==> config.mk <==
export PLATFORM = sky130hd
export DESIGN_NAME = tone_player_flat
export DESIGN_NICKNAME = d
export VERILOG_FILES = /design/src/rtl/tone_player_pkg.sv /design/src/rtl/tone_player_if.sv /design/src/rtl/tone_player_divider.sv /design/src/rtl/tone_player.sv /design/src/flat_wrapper.sv
export SDC_FILE = /design/constraint.sdc
export NUM_CORES = 1
export LEC_CHECK = 0
export ABC_CLOCK_PERIOD_IN_PS = 6190
export BUFFER_PORTS_ARGS = -buffer_cell sky130_fd_sc_hd__buf_2
export CAP_MARGIN = 20
export CELL_PAD_IN_SITES_DETAIL_PLACEMENT = 1
export CELL_PAD_IN_SITES_GLOBAL_PLACEMENT = 1
export CORE_UTILIZATION = 45
export CTS_CLUSTER_DIAMETER = 200
export DETAILED_ROUTE_END_ITERATION = 6
export GPL_TIMING_DRIVEN = 0
export PLACE_DENSITY = 0.83
export SKIP_CTS_REPAIR_TIMING = 1
export SLEW_MARGIN = 10
export SYNTH_ARGS = -nofsm -noshare
export SYNTH_HDL_FRONTEND = slang
export SYNTH_SLANG_ARGS = --single-unit
==> constraint.sdc <==
create_clock -name i_clk -period 6.19 [get_ports i_clk]
set_input_delay 1.238 -clock i_clk [delete_from_list [all_inputs] [get_ports i_clk]]
set_output_delay 1.238 -clock i_clk [all_outputs]
set_load 0.05 [all_outputs]
==> src/rtl/tone_player_pkg.sv <==
// Shared types and note tables for the buzzer tone player.
// Frequencies are base octave 3, in milli-Hz.
package buzzer_pkg;

  typedef enum logic [1:0] {
    IDLE = 2'd0,
    PLAY = 2'd1,
    GAP  = 2'd2
  } state_t;

  localparam int unsigned REST    = 0;
  localparam int unsigned NOTE_C  = 1;
  localparam int unsigned NOTE_CS = 2;
  localparam int unsigned NOTE_D  = 3;
  localparam int unsigned NOTE_DS = 4;
  localparam int unsigned NOTE_E  = 5;
  localparam int unsigned NOTE_F  = 6;
  localparam int unsigned NOTE_FS = 7;
  localparam int unsigned NOTE_G  = 8;
  localparam int unsigned NOTE_GS = 9;
  localparam int unsigned NOTE_A  = 10;
  localparam int unsigned NOTE_AS = 11;
  localparam int unsigned NOTE_B  = 12;

  localparam int unsigned FREQ_MHZ [12] = '{
    130813, 138591, 146832, 155563,
    164814, 174614, 184997, 195998,
    207652, 220000, 233082, 246942
  };

  // Half period in clock cycles; 0 marks a rest code.
  function automatic int unsigned half_period(
    input longint unsigned clk_hz,
    input int unsigned     note
  );
    longint unsigned q;
    if (note < NOTE_C || note > NOTE_B) return 0;
    q = (clk_hz * 1000) /
        (2 * longint'(FREQ_MHZ[note-1]));
    return 32'(q);
  endfunction

endpackage

==> src/rtl/tone_player_if.sv <==
// Note-event valid/ready channel into the tone player.
// Master is the sequencer, slave is the player.
interface tone_player_if #(
  parameter int unsigned NOTE_W = 4,
  parameter int unsigned OCT_W  = 2,
  parameter int unsigned DUR_W  = 8
);
  logic              in_valid;
  logic              in_ready;
  logic [NOTE_W-1:0] in_note;
  logic [OCT_W-1:0]  in_oct;
  logic [DUR_W-1:0]  in_dur;

  modport master (
    output in_valid, in_note, in_oct, in_dur,
    input  in_ready
  );

  modport slave (
    input  in_valid, in_note, in_oct, in_dur,
    output in_ready
  );
endinterface

==> src/rtl/tone_player_divider.sv <==
// Square-wave generator: toggles every i_half cycles.
// Held cleared (tone low, phase 0) while i_clr is high.
module tone_divider
  import buzzer_pkg::*;
#(
  parameter int unsigned PH_W = 12
) (
  input  logic            i_clk,
  input  logic            i_rst,
  input  logic            i_clr,
  input  logic            i_en,
  input  logic [PH_W-1:0] i_half,
  output logic            o_tone
);

  logic [PH_W-1:0] r_cnt;
  logic [PH_W-1:0] w_lim;

  // A zero half period toggles every cycle instead of underflowing.
  assign w_lim = (i_half == '0) ? '0 : i_half - 1'b1;

  always_ff @(posedge i_clk) begin
    if (i_rst || i_clr) begin
      r_cnt  <= '0;
      o_tone <= 1'b0;
    end else if (i_en) begin
      if (r_cnt >= w_lim) begin
        r_cnt  <= '0;
        o_tone <= ~o_tone;
      end else begin
        r_cnt <= r_cnt + 1'b1;
      end
    end
  end

endmodule

==> src/rtl/tone_player.sv <==
// Single-voice note player driving the buzzer pin.
// TONE_PLAYER_VOLUME_EN adds i_vol and a 4-cycle PWM carrier.
module tone_player
  import buzzer_pkg::*;
#(
  parameter int unsigned CLK_HZ    = 100_000_000,
  parameter int unsigned TICK_HZ   = 1000,
  parameter int unsigned NOTE_W    = 4,
  parameter int unsigned OCT_W     = 2,
  parameter int unsigned DUR_W     = 8,
  parameter int unsigned GAP_TICKS = 10
) (
  input  logic              i_clk,
  input  logic              i_rst,
  tone_player_if.slave      s_in,
  input  logic              i_stop,
`ifdef TONE_PLAYER_VOLUME_EN
  input  logic [1:0]        i_vol,
`endif
  output logic              o_buzz,
  output logic              o_busy,
  output logic [NOTE_W-1:0] o_cur_note,
  output logic              o_done
);

  localparam int unsigned DIV  = CLK_HZ / TICK_HZ;
  localparam int unsigned PS_W = (DIV > 1) ? $clog2(DIV) : 1;
  localparam int unsigned HMAX = half_period(CLK_HZ, NOTE_C);
  localparam int unsigned PH_W = $clog2(HMAX + 1);
  localparam int unsigned GW   = $clog2(GAP_TICKS + 1);
  localparam int unsigned CW   = (DUR_W > GW) ? DUR_W : GW;

  state_t            r_state;
  logic [NOTE_W-1:0] r_note;
  logic [OCT_W-1:0]  r_oct;
  logic [DUR_W-1:0]  r_dur;
  logic [PS_W-1:0]   r_ps;
  logic [CW-1:0]     r_tcnt;

  logic              w_accept;
  logic              w_tick;
  logic [CW-1:0]     w_tnext;
  logic              w_play_end;
  logic              w_gap_end;
  logic [PH_W-1:0]   w_tab [2**NOTE_W];
  logic [PH_W-1:0]   w_half;
  logic              w_is_tone;
  logic              w_tone;
  logic              w_pwm;

  // Elaboration-time half-period table, one entry per note code.
  for (genvar g = 0; g < 2**NOTE_W; g++) begin : g_tab
    assign w_tab[g] = PH_W'(half_period(CLK_HZ, g));
  end

  assign w_half     = w_tab[r_note] >> r_oct;
  assign w_is_tone  = |w_tab[r_note];
  assign w_accept   = s_in.in_valid && s_in.in_ready;
  assign w_tick     = (r_ps == PS_W'(DIV - 1));
  assign w_tnext    = r_tcnt + CW'(1);
  assign w_play_end = w_tick && (w_tnext == CW'(r_dur));
  assign w_gap_end  = w_tick && (w_tnext == CW'(GAP_TICKS));

  always_ff @(posedge i_clk) begin
    if (i_rst) begin
      r_state <= IDLE;
      r_note  <= '0;
      r_oct   <= '0;
      r_dur   <= '0;
      r_ps    <= '0;
      r_tcnt  <= '0;
    end else begin
      unique case (r_state)
        IDLE: begin
          if (w_accept) begin
            r_note  <= s_in.in_note;
            r_oct   <= s_in.in_oct;
            r_dur   <= s_in.in_dur;
            r_ps    <= '0;
            r_tcnt  <= '0;
            r_state <= (s_in.in_dur == '0) ? GAP : PLAY;
          end
        end
        PLAY: begin
          if (i_stop) begin
            r_state <= IDLE;
          end else begin
            r_ps <= w_tick ? '0 : r_ps + 1'b1;
            if (w_play_end) begin
              r_state <= GAP;
              r_tcnt  <= '0;
            end else if (w_tick) begin
              r_tcnt <= w_tnext;
            end
          end
        end
        GAP: begin
          if (i_stop) begin
            r_state <= IDLE;
          end else begin
            r_ps <= w_tick ? '0 : r_ps + 1'b1;
            if (w_gap_end) begin
              r_state <= IDLE;
              r_tcnt  <= '0;
            end else if (w_tick) begin
              r_tcnt <= w_tnext;
            end
          end
        end
        default: r_state <= IDLE;
      endcase
    end
  end

  tone_divider #(
    .PH_W (PH_W)
  ) u_div (
    .i_clk  (i_clk),
    .i_rst  (i_rst),
    .i_clr  (r_state != PLAY),
    .i_en   ((r_state == PLAY) && w_is_tone),
    .i_half (w_half),
    .o_tone (w_tone)
  );

`ifdef TONE_PLAYER_VOLUME_EN
  logic [1:0] r_vol;
  logic [1:0] r_pwm;

  // Carrier phase restarts at accept so the duty is aligned to the note.
  always_ff @(posedge i_clk) begin
    if (i_rst) begin
      r_vol <= '0;
      r_pwm <= '0;
    end else if (w_accept) begin
      r_vol <= i_vol;
      r_pwm <= '0;
    end else begin
      r_pwm <= r_pwm + 1'b1;
    end
  end

  assign w_pwm = (r_pwm <= r_vol);
`else
  assign w_pwm = 1'b1;
`endif

  assign s_in.in_ready = (r_state == IDLE) && !i_stop;
  assign o_busy        = (r_state != IDLE);
  assign o_cur_note    = (r_state == PLAY) ? r_note : '0;
  assign o_buzz        = w_tone && w_pwm && (r_state == PLAY);
  assign o_done        = (r_state == GAP) && w_gap_end && !i_stop;

endmodule

==> src/flat_wrapper.sv <==
// flat-port wrapper written by rule: the top's interface ports become plain ports
module tone_player_flat import buzzer_pkg::*;
#(
  parameter int unsigned CLK_HZ    = 100_000_000,
  parameter int unsigned TICK_HZ   = 1000,
  parameter int unsigned NOTE_W    = 4,
  parameter int unsigned OCT_W     = 2,
  parameter int unsigned DUR_W     = 8,
  parameter int unsigned GAP_TICKS = 10
)
  (i_clk, i_rst, i_stop, o_buzz, o_busy, o_cur_note, o_done, s_in_in_valid, s_in_in_note, s_in_in_oct, s_in_in_dur, s_in_in_ready);
  tone_player_if #(.NOTE_W(NOTE_W), .OCT_W(OCT_W), .DUR_W(DUR_W)) s_in_i ();
  input  logic i_clk;
  input  logic i_rst;
  input  logic i_stop;
  output logic o_buzz;
  output logic o_busy;
  output logic [NOTE_W-1:0] o_cur_note;
  output logic o_done;
  input wire logic [$bits(s_in_i.in_valid)-1:0] s_in_in_valid;
  input wire logic [$bits(s_in_i.in_note)-1:0] s_in_in_note;
  input wire logic [$bits(s_in_i.in_oct)-1:0] s_in_in_oct;
  input wire logic [$bits(s_in_i.in_dur)-1:0] s_in_in_dur;
  output wire logic [$bits(s_in_i.in_ready)-1:0] s_in_in_ready;
  assign s_in_i.in_valid = s_in_in_valid;
  assign s_in_i.in_note = s_in_in_note;
  assign s_in_i.in_oct = s_in_in_oct;
  assign s_in_i.in_dur = s_in_in_dur;
  assign s_in_in_ready = s_in_i.in_ready;
  tone_player #(.CLK_HZ(CLK_HZ), .TICK_HZ(TICK_HZ), .NOTE_W(NOTE_W), .OCT_W(OCT_W), .DUR_W(DUR_W), .GAP_TICKS(GAP_TICKS)) u_core (.i_clk(i_clk), .i_rst(i_rst), .s_in(s_in_i), .i_stop(i_stop), .o_buzz(o_buzz), .o_busy(o_busy), .o_cur_note(o_cur_note), .o_done(o_done));
endmodule
==> results of run 1 <==
[per-stage QoR]
stage	total power, W	area [sq um]	TNS, ns	util	hold WS (ns)
6_report	0.002084	6302	0	0.5204	0.4709
3_5_place_dp	0.001542	5978	-3.022	0.4936	0.4615
4_1_cts	0.002078	6289	-3.370	0.5192	0.4753
5_1_grt	0.002232	6302	0	0.5204	0.4970
3_3_place_gp	0.001488	5978	-0.5609	0.4936	0.4610
2_1_floorplan	0.001270	5648	0	-	0.4368
[registers in the layout (all words and copies together), names as in the netlist]
register,cells
u_core.r_dur,8
u_core.r_note,4
u_core.r_oct,2
u_core.r_ps,17
u_core.r_state,2
u_core.r_tcnt,8
u_core.u_div.o_tone,1
u_core.u_div.r_cnt,19
[final cells by class]
type	count	share of cell area
multi-input cells	619	0.6581
flip-flops and latches	61	0.1940
clock buffers	11	0.04010
well taps	168	0.03335
plain buffers	37	0.03137
repair buffers	25	0.02025
inverters	23	0.01370
clock inverters	5	0.009132
[power by group through the flow]
stage                     Sequential [W]  Clock (W)  Combinational (W)
after floorplan                 0.000441          0           0.000829
after global placement          0.000447          0            0.00104
after detailed placement        0.000449          0            0.00109
after CTS                       0.000441   0.000533            0.00110
after global routing            0.000445   0.000549            0.00124
final                           0.000441   0.000527            0.00112
[layer usage]
| metal | vias up | GRT usage |
|---|---|---|
| li1 | 2729 | - |
| met1 | 2819 | 0.3619 |
| met2 | 166 | 0.4994 |
| met3 | 37 | 0.07173 |
| met4 | 0 | 0.1048 |
| met5 | - | 0 |
[synth_stat cells, types with 4 or more instances]
library cell / count
nor2_1: 83
mux2i_1: 16
xor2_1: 29
nand2_1: 94
nor4_1: 9
nor4b_1: 4
nor3_1: 17
o22ai_1: 5
dfxtp_1: 61
buf_2: 10
ha_1: 40
clkbuf_1: 18
xnor2_1: 23
nand3_1: 28
nand2b_1: 17
a21o_1: 12
a21oi_1: 41
or4_1: 4
nand4_1: 14
or3_1: 4
o21a_1: 11
a211oi_1: 5
a22oi_1: 6
inv_1: 21
and2_1: 8
buf_6: 5
o31ai_1: 8
nor2b_1: 14
o21ai_0: 35
mux4_2: 6
and3_1: 11
[logic make-up (layout without fill, tap and decap cells)]
logic type / count (synthesis) / in the layout / share of synthesized area
AND/OR/NAND/NOR: 329 / 329 / 0.2876
AO/OA/AOI/OAI: 171 / 171 / 0.2127
flip-flops: 61 / 61 / 0.2162
buffers and inverters: 60 / 101 / 0.04940
XOR/XNOR: 53 / 53 / 0.08462
adder cells (fa/ha/maj): 40 / 40 / 0.08861
multiplexers: 26 / 26 / 0.06092
[critical path, delay by kind of cell, from the launching register on]
family / cells / cell delay [ns]
compound gates: 6 / 1.19
buf+inv: 5 / 1.07
simple gates: 7 / 1.46
flops: 1 / 0.42
mux: 1 / 0.52
fa+ha+maj: 3 / 0.98
[worst max path at each step]
stage,startpoint,end,cells after the start
after detailed placement,u_core.r_note[1],u_core.u_div.r_cnt[15],23
after global placement,u_core.r_note[1],u_core.u_div.r_cnt[2],23
after global routing,u_core.r_note[0],u_core.u_div.r_cnt[15],23
after CTS,u_core.r_note[1],u_core.u_div.r_cnt[15],23
after floorplan,u_core.r_note[1],u_core.u_div.r_cnt[0],22
final,u_core.r_note[0],u_core.u_div.r_cnt[5],22
==> impl_metrics.env, run 1 <==
export IMPL_place_congestion=0.9859
export IMPL_drt_iter0_markers=326
export IMPL_cp_slowest_stage_delay_ns=0.52
export IMPL_multiInputGateArea_sq_um=4148
export IMPL_worst_pin_slew_ns=0.8341
export IMPL_crit_arrival_ns=6.00
export IMPL_synthArstFlopShare=0
export IMPL_dieArea_sq_um=13000
export IMPL_hold_path_depth=2
export IMPL_power_density_nw_per_um2=330.7
export IMPL_clockRootBuffer="clkbuf_16"
export IMPL_rr_startpoint="u_core.r_note[0]"
export IMPL_routed_via_density=6.060
export IMPL_firstDrtPassIters=5
export IMPL_p_int_w=0.001172
export IMPL_routed_wl_um=18050
export IMPL_core_region_area_sq_um=12110
export IMPL_relSlewSlack=0.4369
export IMPL_slew_viol_final=0
export IMPL_seqPwrFrac=0.212
export IMPL_cts_buffers_inserted=9
export IMPL_layout_commonest_cell="nand2_1"
export IMPL_track_usage=0.2945
export IMPL_fmax_ghz=0.1748
export IMPL_pin_count=26
export IMPL_layout_cells_non_filler=949
export IMPL_clock_path_buffers=2
export IMPL_fin_nets=834
export IMPL_synth_area_sq_um=5648
export IMPL_critPathMaxFanout=10
export IMPL_switchingPower_w=0.0009125
export IMPL_synth_enable_flop_cells=0
export IMPL_switching_share=0.4379
export IMPL_path_clk_slew_ns=0.06
export IMPL_r2r_end="u_core.u_div.r_cnt[5]"
export IMPL_die_w_um=114.0
export IMPL_post_drt_wl_per_cell_um=19.02
export IMPL_clock_sinks=61
export IMPL_first_global_vias=6008
export IMPL_areaGrowthSynthToFinish_pct=11.59
export IMPL_syn_avg_cell_area_sq_um=7.632
export IMPL_grt_overflow=0
export IMPL_synth_area_top_cells="dfxtp_1, ha_1, nand2_1"
export IMPL_yosysSeqAreaShare=0.2162
export IMPL_top_layer_used="met4"
export IMPL_clock_latency_ns=0.34
export IMPL_crit_path_top_delay_cell="mux4_2"
export IMPL_outcome="finished clean"
export IMPL_fin_crit_sh=0.9243
export IMPL_netlist_instances=740
export IMPL_critPathKind="register to register"
export IMPL_cts_tree="done"
export IMPL_crit_chain="buf_2, inv_1, ha_1, mux4_2, or2_4, a31oi_1, ha_1, nor4b_1, nand4_1, or3_1, buf_2, buf_2, o31ai_1, ha_1, and3_1, a221o_1, o21ai_0, a21oi_1, o21ai_1, nand3b_1, buf_2, nor2_1"
export IMPL_rsz0062_at_grt="no"
export IMPL_crit_required_ns=6.47
export IMPL_grt_first_pass_wirelength_um=29960
export IMPL_num_vias=5751
export IMPL_cp_start_kind="register"
export IMPL_setup_violations=0
export IMPL_yosysWarnings=0
export IMPL_whs_endpoint="u_core.r_dur[4]"
export IMPL_die_h_um=114.0
export IMPL_num_fill_cells=1561
export IMPL_worstHoldPathType="register to register"
export IMPL_min_period_ns=5.721
export IMPL_yosys_register_bits=61
export IMPL_critPathMostFrequentCell="buf_2"
export IMPL_layout_common_cells="nand2_1, nor2_1, dfxtp_1, a21oi_1, ha_1"
export IMPL_vdd_drop_max_v=0.0001856
export IMPL_seq_area_sq_um=1222
export IMPL_ant_nets=0
export IMPL_routed_wl_met2_um=8682
export IMPL_power_frac_comb=0.536
export IMPL_r2r_slack_ns=0.47
export IMPL_placedCellCount=932
export IMPL_routedLengthMet1_um=7873
export IMPL_start_util=0.4663
export IMPL_fp_row_count=40
export IMPL_skew_ns=0.008575
export IMPL_pre_cts_slack_ns=-0.2834
export IMPL_antenna_found_initial=0
export IMPL_hpwl_um=13970
export IMPL_ff2ff_path_depth=22
export IMPL_layout_drive_gt1_share=0.1127
export IMPL_fin_ws_ns=0.4686
export IMPL_min_delay_start="u_core.r_dur[4]"
export IMPL_synth_cell_types=84
export IMPL_synth_top_area_share=0.2162
export IMPL_grt_max_degree=12
export IMPL_crit_path_end_kind="register"
export IMPL_cts_htree_levels=3
export IMPL_diodes=0
export IMPL_wl_met3_um=1047
export IMPL_ys_flop_type="dfxtp_1"
export IMPL_drc=0
export IMPL_p_leak_nw=2.441
export IMPL_yosysTopAreaCell="dfxtp_1"
export IMPL_port_buffers=24
export IMPL_finalHoldViolCount=0
export IMPL_syn_nets=798
export IMPL_p_clk_frac=0.253
export IMPL_maxCapViolations=0
Power figures use the tool's default switching activity.
==> run 2, diff against run 1 <==
--- a/config.mk
+++ b/config.mk
@@ -5,7 +5,7 @@
 export SDC_FILE = /design/constraint.sdc
 export NUM_CORES = 1
 export LEC_CHECK = 0
-export ABC_CLOCK_PERIOD_IN_PS = 6190
+export ABC_CLOCK_PERIOD_IN_PS = 6900
 export BUFFER_PORTS_ARGS = -buffer_cell sky130_fd_sc_hd__buf_2
 export CAP_MARGIN = 20
 export CELL_PAD_IN_SITES_DETAIL_PLACEMENT = 1
@@ -16,7 +16,7 @@
 export GPL_TIMING_DRIVEN = 0
 export PLACE_DENSITY = 0.83
 export SKIP_CTS_REPAIR_TIMING = 1
-export SLEW_MARGIN = 10
+export SLEW_MARGIN = 20
 export SYNTH_ARGS = -nofsm -noshare
 export SYNTH_HDL_FRONTEND = slang
 export SYNTH_SLANG_ARGS = --single-unit
==> constraint.sdc (replaced) <==
create_clock -name i_clk -period 6.9 [get_ports i_clk]
set_input_delay 1.38 -clock i_clk [delete_from_list [all_inputs] [get_ports i_clk]]
set_output_delay 1.38 -clock i_clk [all_outputs]
set_load 0.05 [all_outputs]
==> impl_metrics.env, run 2 (synthesis gave the netlist of run 1 again) <==
export IMPL_clock_sinks=61
export IMPL_areaGrowthSynthToFinish_pct=11.39
export IMPL_grt_overflow=0
export IMPL_start_util=0.4663
export IMPL_tns_ns=0
export IMPL_hpwl_um=13970
export IMPL_critPathMaxFanout=10
export IMPL_die_w_um=114.0
export IMPL_p_leak_nw=2.435
export IMPL_worst_pin_slew_ns=0.8211
export IMPL_first_global_vias=6008
export IMPL_whs_endpoint="u_core.r_dur[4]"
export IMPL_crit_path_end_kind="register"
export IMPL_post_drt_wl_per_cell_um=18.93
export IMPL_slew_viol_final=0
export IMPL_ant_nets=0
export IMPL_outcome="finished clean"
export IMPL_drc=0
export IMPL_cp_start_kind="register"
export IMPL_antenna_found_initial=0
export IMPL_fin_ws_ns=0.5744
export IMPL_track_usage=0.2945
export IMPL_maxCapViolations=0
export IMPL_min_period_ns=6.326
export IMPL_fin_crit_sh=0.9167
export IMPL_cts_tree="done"
export IMPL_routed_wl_um=17950
export IMPL_num_vias=5735
export IMPL_layout_commonest_cell="nand2_1"
export IMPL_clockRootBuffer="clkbuf_16"
export IMPL_layout_common_cells="nand2_1, nor2_1, dfxtp_1, a21oi_1, ha_1"
export IMPL_setup_violations=0
export IMPL_routed_via_density=6.050
export IMPL_pin_count=26
export IMPL_ff2ff_path_depth=23
export IMPL_final_area_sq_um=6291
export IMPL_hold_path_depth=2
export IMPL_hold_slack_ns=0.4709
export IMPL_largest_reg_flops=19
export IMPL_cts_buffers_inserted=9
export IMPL_rsz0062_at_grt="no"
export IMPL_pre_cts_slack_ns=0.4266
export IMPL_fmax_ghz=0.1581
export IMPL_place_congestion=0.9859
export IMPL_clock_latency_ns=0.34
export IMPL_rr_startpoint="u_core.r_note[1]"
export IMPL_port_buffers=24
export IMPL_num_fill_cells=1563
export IMPL_vdd_drop_max_v=0.0001666
export IMPL_layout_drive_gt1_share=0.1103
export IMPL_dieArea_sq_um=13000
export IMPL_skew_ns=0.008678
export IMPL_crit_arrival_ns=6.61
export IMPL_finalHoldViolCount=0
export IMPL_power_density_nw_per_um2=296.6
export IMPL_r2r_slack_ns=0.57
export IMPL_firstDrtPassIters=5
export IMPL_cts_htree_levels=3
export IMPL_core_region_area_sq_um=12110
export IMPL_drt_iter0_markers=337
export IMPL_regMostFlops="u_core.u_div.r_cnt"
export IMPL_grt_first_pass_wirelength_um=29960
export IMPL_grt_max_degree=12
export IMPL_path_clk_slew_ns=0.06
export IMPL_clock_path_buffers=2
export IMPL_critPathKind="register to register"
export IMPL_diodes=0
export IMPL_place_area_sq_um=5978
export IMPL_top_regs="u_core.u_div.r_cnt: 19 flops, u_core.r_ps: 17 flops"
export IMPL_relSlewSlack=0.4457
export IMPL_crit_required_ns=7.18
export IMPL_die_h_um=114.0
export IMPL_r2r_end="u_core.u_div.r_cnt[5]"
export IMPL_fin_nets=833
export IMPL_min_delay_start="u_core.r_dur[4]"
export IMPL_fp_row_count=40
export IMPL_worstHoldPathType="register to register"
-- run 2: changes by cell type in the layout (fill, tap and decap cells not counted), sizes merged --
cell | previous run | this run
clkbuf | 28 | 29
buf | 45 | 43
-- run 2: worst max path at each step --
stage | end | cells past startpoint | from
finish | u_core.u_div.r_cnt[5] | 23 | u_core.r_note[1]
global route | u_core.u_div.r_cnt[15] | 23 | u_core.r_note[1]
CTS | u_core.u_div.r_cnt[15] | 23 | u_core.r_note[1]
detailed placement | u_core.u_div.r_cnt[15] | 23 | u_core.r_note[1]
global placement | u_core.u_div.r_cnt[2] | 23 | u_core.r_note[1]
floorplan | u_core.u_div.r_cnt[0] | 22 | u_core.r_note[1]
-- run 2: routing by layer --
metal	track usage	vias to the layer above	routed length [um]
met1	0.3619	2816	7791
li1	-	2731	-
met3	0.07173	34	1046
met2	0.4994	154	8687
met5	0	-	0
met4	0.1048	0	422
-- run 2: critical path, cell delays in order (launching register included) --
cell and delay, ns:
dfxtp_1 0.58, clkbuf_2 0.35, inv_1 0.20, ha_1 0.40, mux4_2 0.52, nand2_1 0.08
o21ai_0 0.15, o21ai_0 0.27, ha_1 0.29, nor4b_1 0.26, nand4_1 0.14, or3_1 0.31
buf_2 0.19, buf_2 0.20, o31ai_1 0.11, ha_1 0.29, and3_1 0.19, a221o_1 0.36
o21ai_0 0.16, a21oi_1 0.10, o21ai_1 0.25, nand3b_1 0.39, buf_2 0.33, nor2_1 0.12
-- run 2: per-stage QoR --
step	utilization	instances	total power, W
2_1_floorplan	-	740	0.001139
3_3_place_gp	0.4936	932	0.001334
3_5_place_dp	0.4936	932	0.001383
4_1_cts	0.5192	948	0.001864
5_1_grt	0.5194	948	0.002000
6_report	0.5194	948	0.001866
-- run 2: where the power goes --
| group | switching, W | internal [W] |
|---|---|---|
| Clock | 0.000173 | 0.000300 |
| Combinational | 0.000620 | 0.000377 |
| Sequential | 0.0000245 | 0.000372 |
-- run 2: layout make-up --
| type | count | area (sq um) | area share |
|---|---|---|---|
| clock inverter | 5 | 57.56 | 0.009149 |
| buffer | 37 | 195.2 | 0.03103 |
| clock buffer | 11 | 252.7 | 0.04017 |
| timing repair buffer | 24 | 120.1 | 0.01909 |
| sequential | 61 | 1221 | 0.1941 |
| multi-input combinational | 619 | 4148 | 0.6593 |
| inverter | 23 | 86.33 | 0.01372 |
| tap | 168 | 210.2 | 0.03341 |
==> run 3, diff against run 2 <==
--- a/config.mk
+++ b/config.mk
@@ -10,11 +10,11 @@
 export CAP_MARGIN = 20
 export CELL_PAD_IN_SITES_DETAIL_PLACEMENT = 1
 export CELL_PAD_IN_SITES_GLOBAL_PLACEMENT = 1
-export CORE_UTILIZATION = 45
+export CORE_UTILIZATION = 51
+export CTS_BUF_LIST = sky130_fd_sc_hd__clkbuf_4
 export CTS_CLUSTER_DIAMETER = 200
 export DETAILED_ROUTE_END_ITERATION = 6
-export GPL_TIMING_DRIVEN = 0
-export PLACE_DENSITY = 0.83
+export PLACE_DENSITY = 0.92
 export SKIP_CTS_REPAIR_TIMING = 1
 export SLEW_MARGIN = 20
 export SYNTH_ARGS = -nofsm -noshare
==> impl_metrics.env, run 3 (synthesis gave the netlist of run 1 again) <==
export IMPL_rsz0062_at_grt="no"
export IMPL_slew_viol_final=0
export IMPL_die_w_um=107.2
export IMPL_fin_nets=802
export IMPL_crit_family="simple AND/OR/NAND/NOR gates"
export IMPL_skew_ns=0.02299
export IMPL_pin_count=26
export IMPL_num_vias=5615
export IMPL_drc=0
export IMPL_clock_path_buffers=2
export IMPL_diodes=0
export IMPL_core_region_area_sq_um=10790
export IMPL_cp_start_kind="register"
export IMPL_vdd_drop_max_v=0.0001975
export IMPL_crit_path_top_delay_cell="dfxtp_1"
export IMPL_layout_commonest_cell="nand2_1"
export IMPL_antenna_found_initial=0
export IMPL_die_h_um=107.2
export IMPL_outcome="finished clean"
export IMPL_fp_row_count=38
export IMPL_clockRootBuffer="clkbuf_4"
export IMPL_first_global_vias=5960
export IMPL_cts_buffers_inserted=9
export IMPL_firstDrtPassIters=5
export IMPL_worst_pin_slew_ns=0.8315
export IMPL_post_drt_wl_per_cell_um=19.11
export IMPL_grt_overflow=0
export IMPL_p_int_w=0.0008545
export IMPL_seq_area_sq_um=1221
export IMPL_min_period_ns=6.222
export IMPL_seqPwrFrac=0.239
export IMPL_layout_drive_gt1_share=0.09746
export IMPL_regMostFlops="u_core.u_div.r_cnt"
export IMPL_finalHoldViolCount=0
export IMPL_cts_tree="done"
export IMPL_tns_ns=0
export IMPL_switching_share=0.4839
export IMPL_routed_wl_um=16990
export IMPL_setup_violations=0
export IMPL_place_congestion=0.9093
export IMPL_fmax_ghz=0.1607
export IMPL_crit_chain="inv_1, ha_1, mux4_2, nand2_1, o21ai_0, o21ai_0, ha_1, nor4b_1, nand4_1, or3_1, o21ai_0, ha_1, and3_1, a221o_1, o21ai_0, a21oi_1, o21ai_1, nand3b_1, nor2_1"
export IMPL_layout_common_cells="nand2_1, nor2_1, dfxtp_1, a21oi_1, ha_1"
export IMPL_multiInputGateArea_sq_um=4148
export IMPL_path_clk_slew_ns=0.11
export IMPL_routed_via_density=6.316
export IMPL_num_fill_cells=1393
export IMPL_cts_htree_levels=3
export IMPL_switchingPower_w=0.0008013
export IMPL_drt_iter0_markers=304
export IMPL_crit_arrival_ns=6.57
export IMPL_power_w=0.001656
export IMPL_power_density_nw_per_um2=279.4
export IMPL_worstHoldPathType="register to register"
export IMPL_top_regs="u_core.u_div.r_cnt: 19 flops, u_core.r_ps: 17 flops"
export IMPL_grt_first_pass_wirelength_um=28280
export IMPL_largest_reg_flops=19
export IMPL_maxCapViolations=0
export IMPL_track_usage=0.3093
export IMPL_dieArea_sq_um=11500
export IMPL_critPathMostFrequentCell="o21ai_0"
export IMPL_cp_slowest_stage_delay_ns=0.73
export IMPL_grt_max_degree=45
export IMPL_port_buffers=25
export IMPL_critPathKind="register to register"
export IMPL_crit_path_end_kind="register"
export IMPL_hpwl_um=12970
export IMPL_clock_sinks=61
export IMPL_p_leak_nw=2.271
export IMPL_fin_crit_sh=0.9017
export IMPL_relSlewSlack=0.4436
export IMPL_utilization=0.5492
export IMPL_clock_latency_ns=0.44
export IMPL_path_buf_inv=1
export IMPL_ant_nets=0
export IMPL_critPathMaxFanout=19
export IMPL_crit_required_ns=7.25
export IMPL_p_clk_frac=0.154
export IMPL_areaGrowthSynthToFinish_pct=4.940
export IMPL_start_util=0.5233
export IMPL_power_frac_comb=0.607
## run 3: path summary, 6_finish.rpt
check	startpoint	end	slack (ns)	cells after the start
max	u_core.r_note[1]	u_core.u_div.r_cnt[3]	0.68	19
max reg2reg	u_core.r_note[1]	u_core.u_div.r_cnt[3]	0.68	19
min reg2reg	u_core.r_dur[6]	u_core.r_dur[6]	0.47	2
min	u_core.r_dur[6]	u_core.r_dur[6]	0.47	2
## run 3: layout make-up
class	count	area share
clock inverters	5	0.008655
well taps	140	0.02955
flip-flops and latches	61	0.2060
repair buffers	30	0.02744
multi-input cells	619	0.6998
clock buffers	11	0.01393
inverters	23	0.01457
## run 3: layer usage
layer / track usage / vias to the layer above / wire [um]
met5: 0 / - / 0
met4: 0.1673 / 0 / 662
met3: 0.04438 / 57 / 565
met2: 0.5581 / 122 / 8685
met1: 0.3490 / 2764 / 7074
li1: - / 2672 / -
## run 3: through the flow
stage                     setup WS [ns]  instance area (sq um)  hold slack [ns]  instances
after floorplan                   1.819                   5648           0.4368        740
after global placement            1.290                   5793           0.4534        873
after detailed placement         0.7178                   5793           0.4618        873
after CTS                        0.6583                   5927           0.4802        889
after global routing             0.2156                   5927           0.5046        889
final                            0.6780                   5927           0.4749        889
## run 3: power groups by stage
stage / logic [W] / clock network, W / registers [W]
floorplan: 0.000744 / 0 / 0.000395
global placement: 0.000911 / 0 / 0.000401
detailed placement: 0.000979 / 0 / 0.000404
CTS: 0.000990 / 0.000261 / 0.000395
global route: 0.00109 / 0.000274 / 0.000399
finish: 0.00100 / 0.000256 / 0.000396
## run 3: worst register-to-register path: stages (launching register included)
cell and delay (ns):
dfxtp_1 0.73, inv_1 0.29, ha_1 0.41, mux4_2 0.50, nand2_1 0.08, o21ai_0 0.17
o21ai_0 0.33, ha_1 0.30, nor4b_1 0.25, nand4_1 0.12, or3_1 0.57, o21ai_0 0.18
ha_1 0.27, and3_1 0.21, a221o_1 0.37, o21ai_0 0.22, a21oi_1 0.11, o21ai_1 0.21
nand3b_1 0.55, nor2_1 0.28
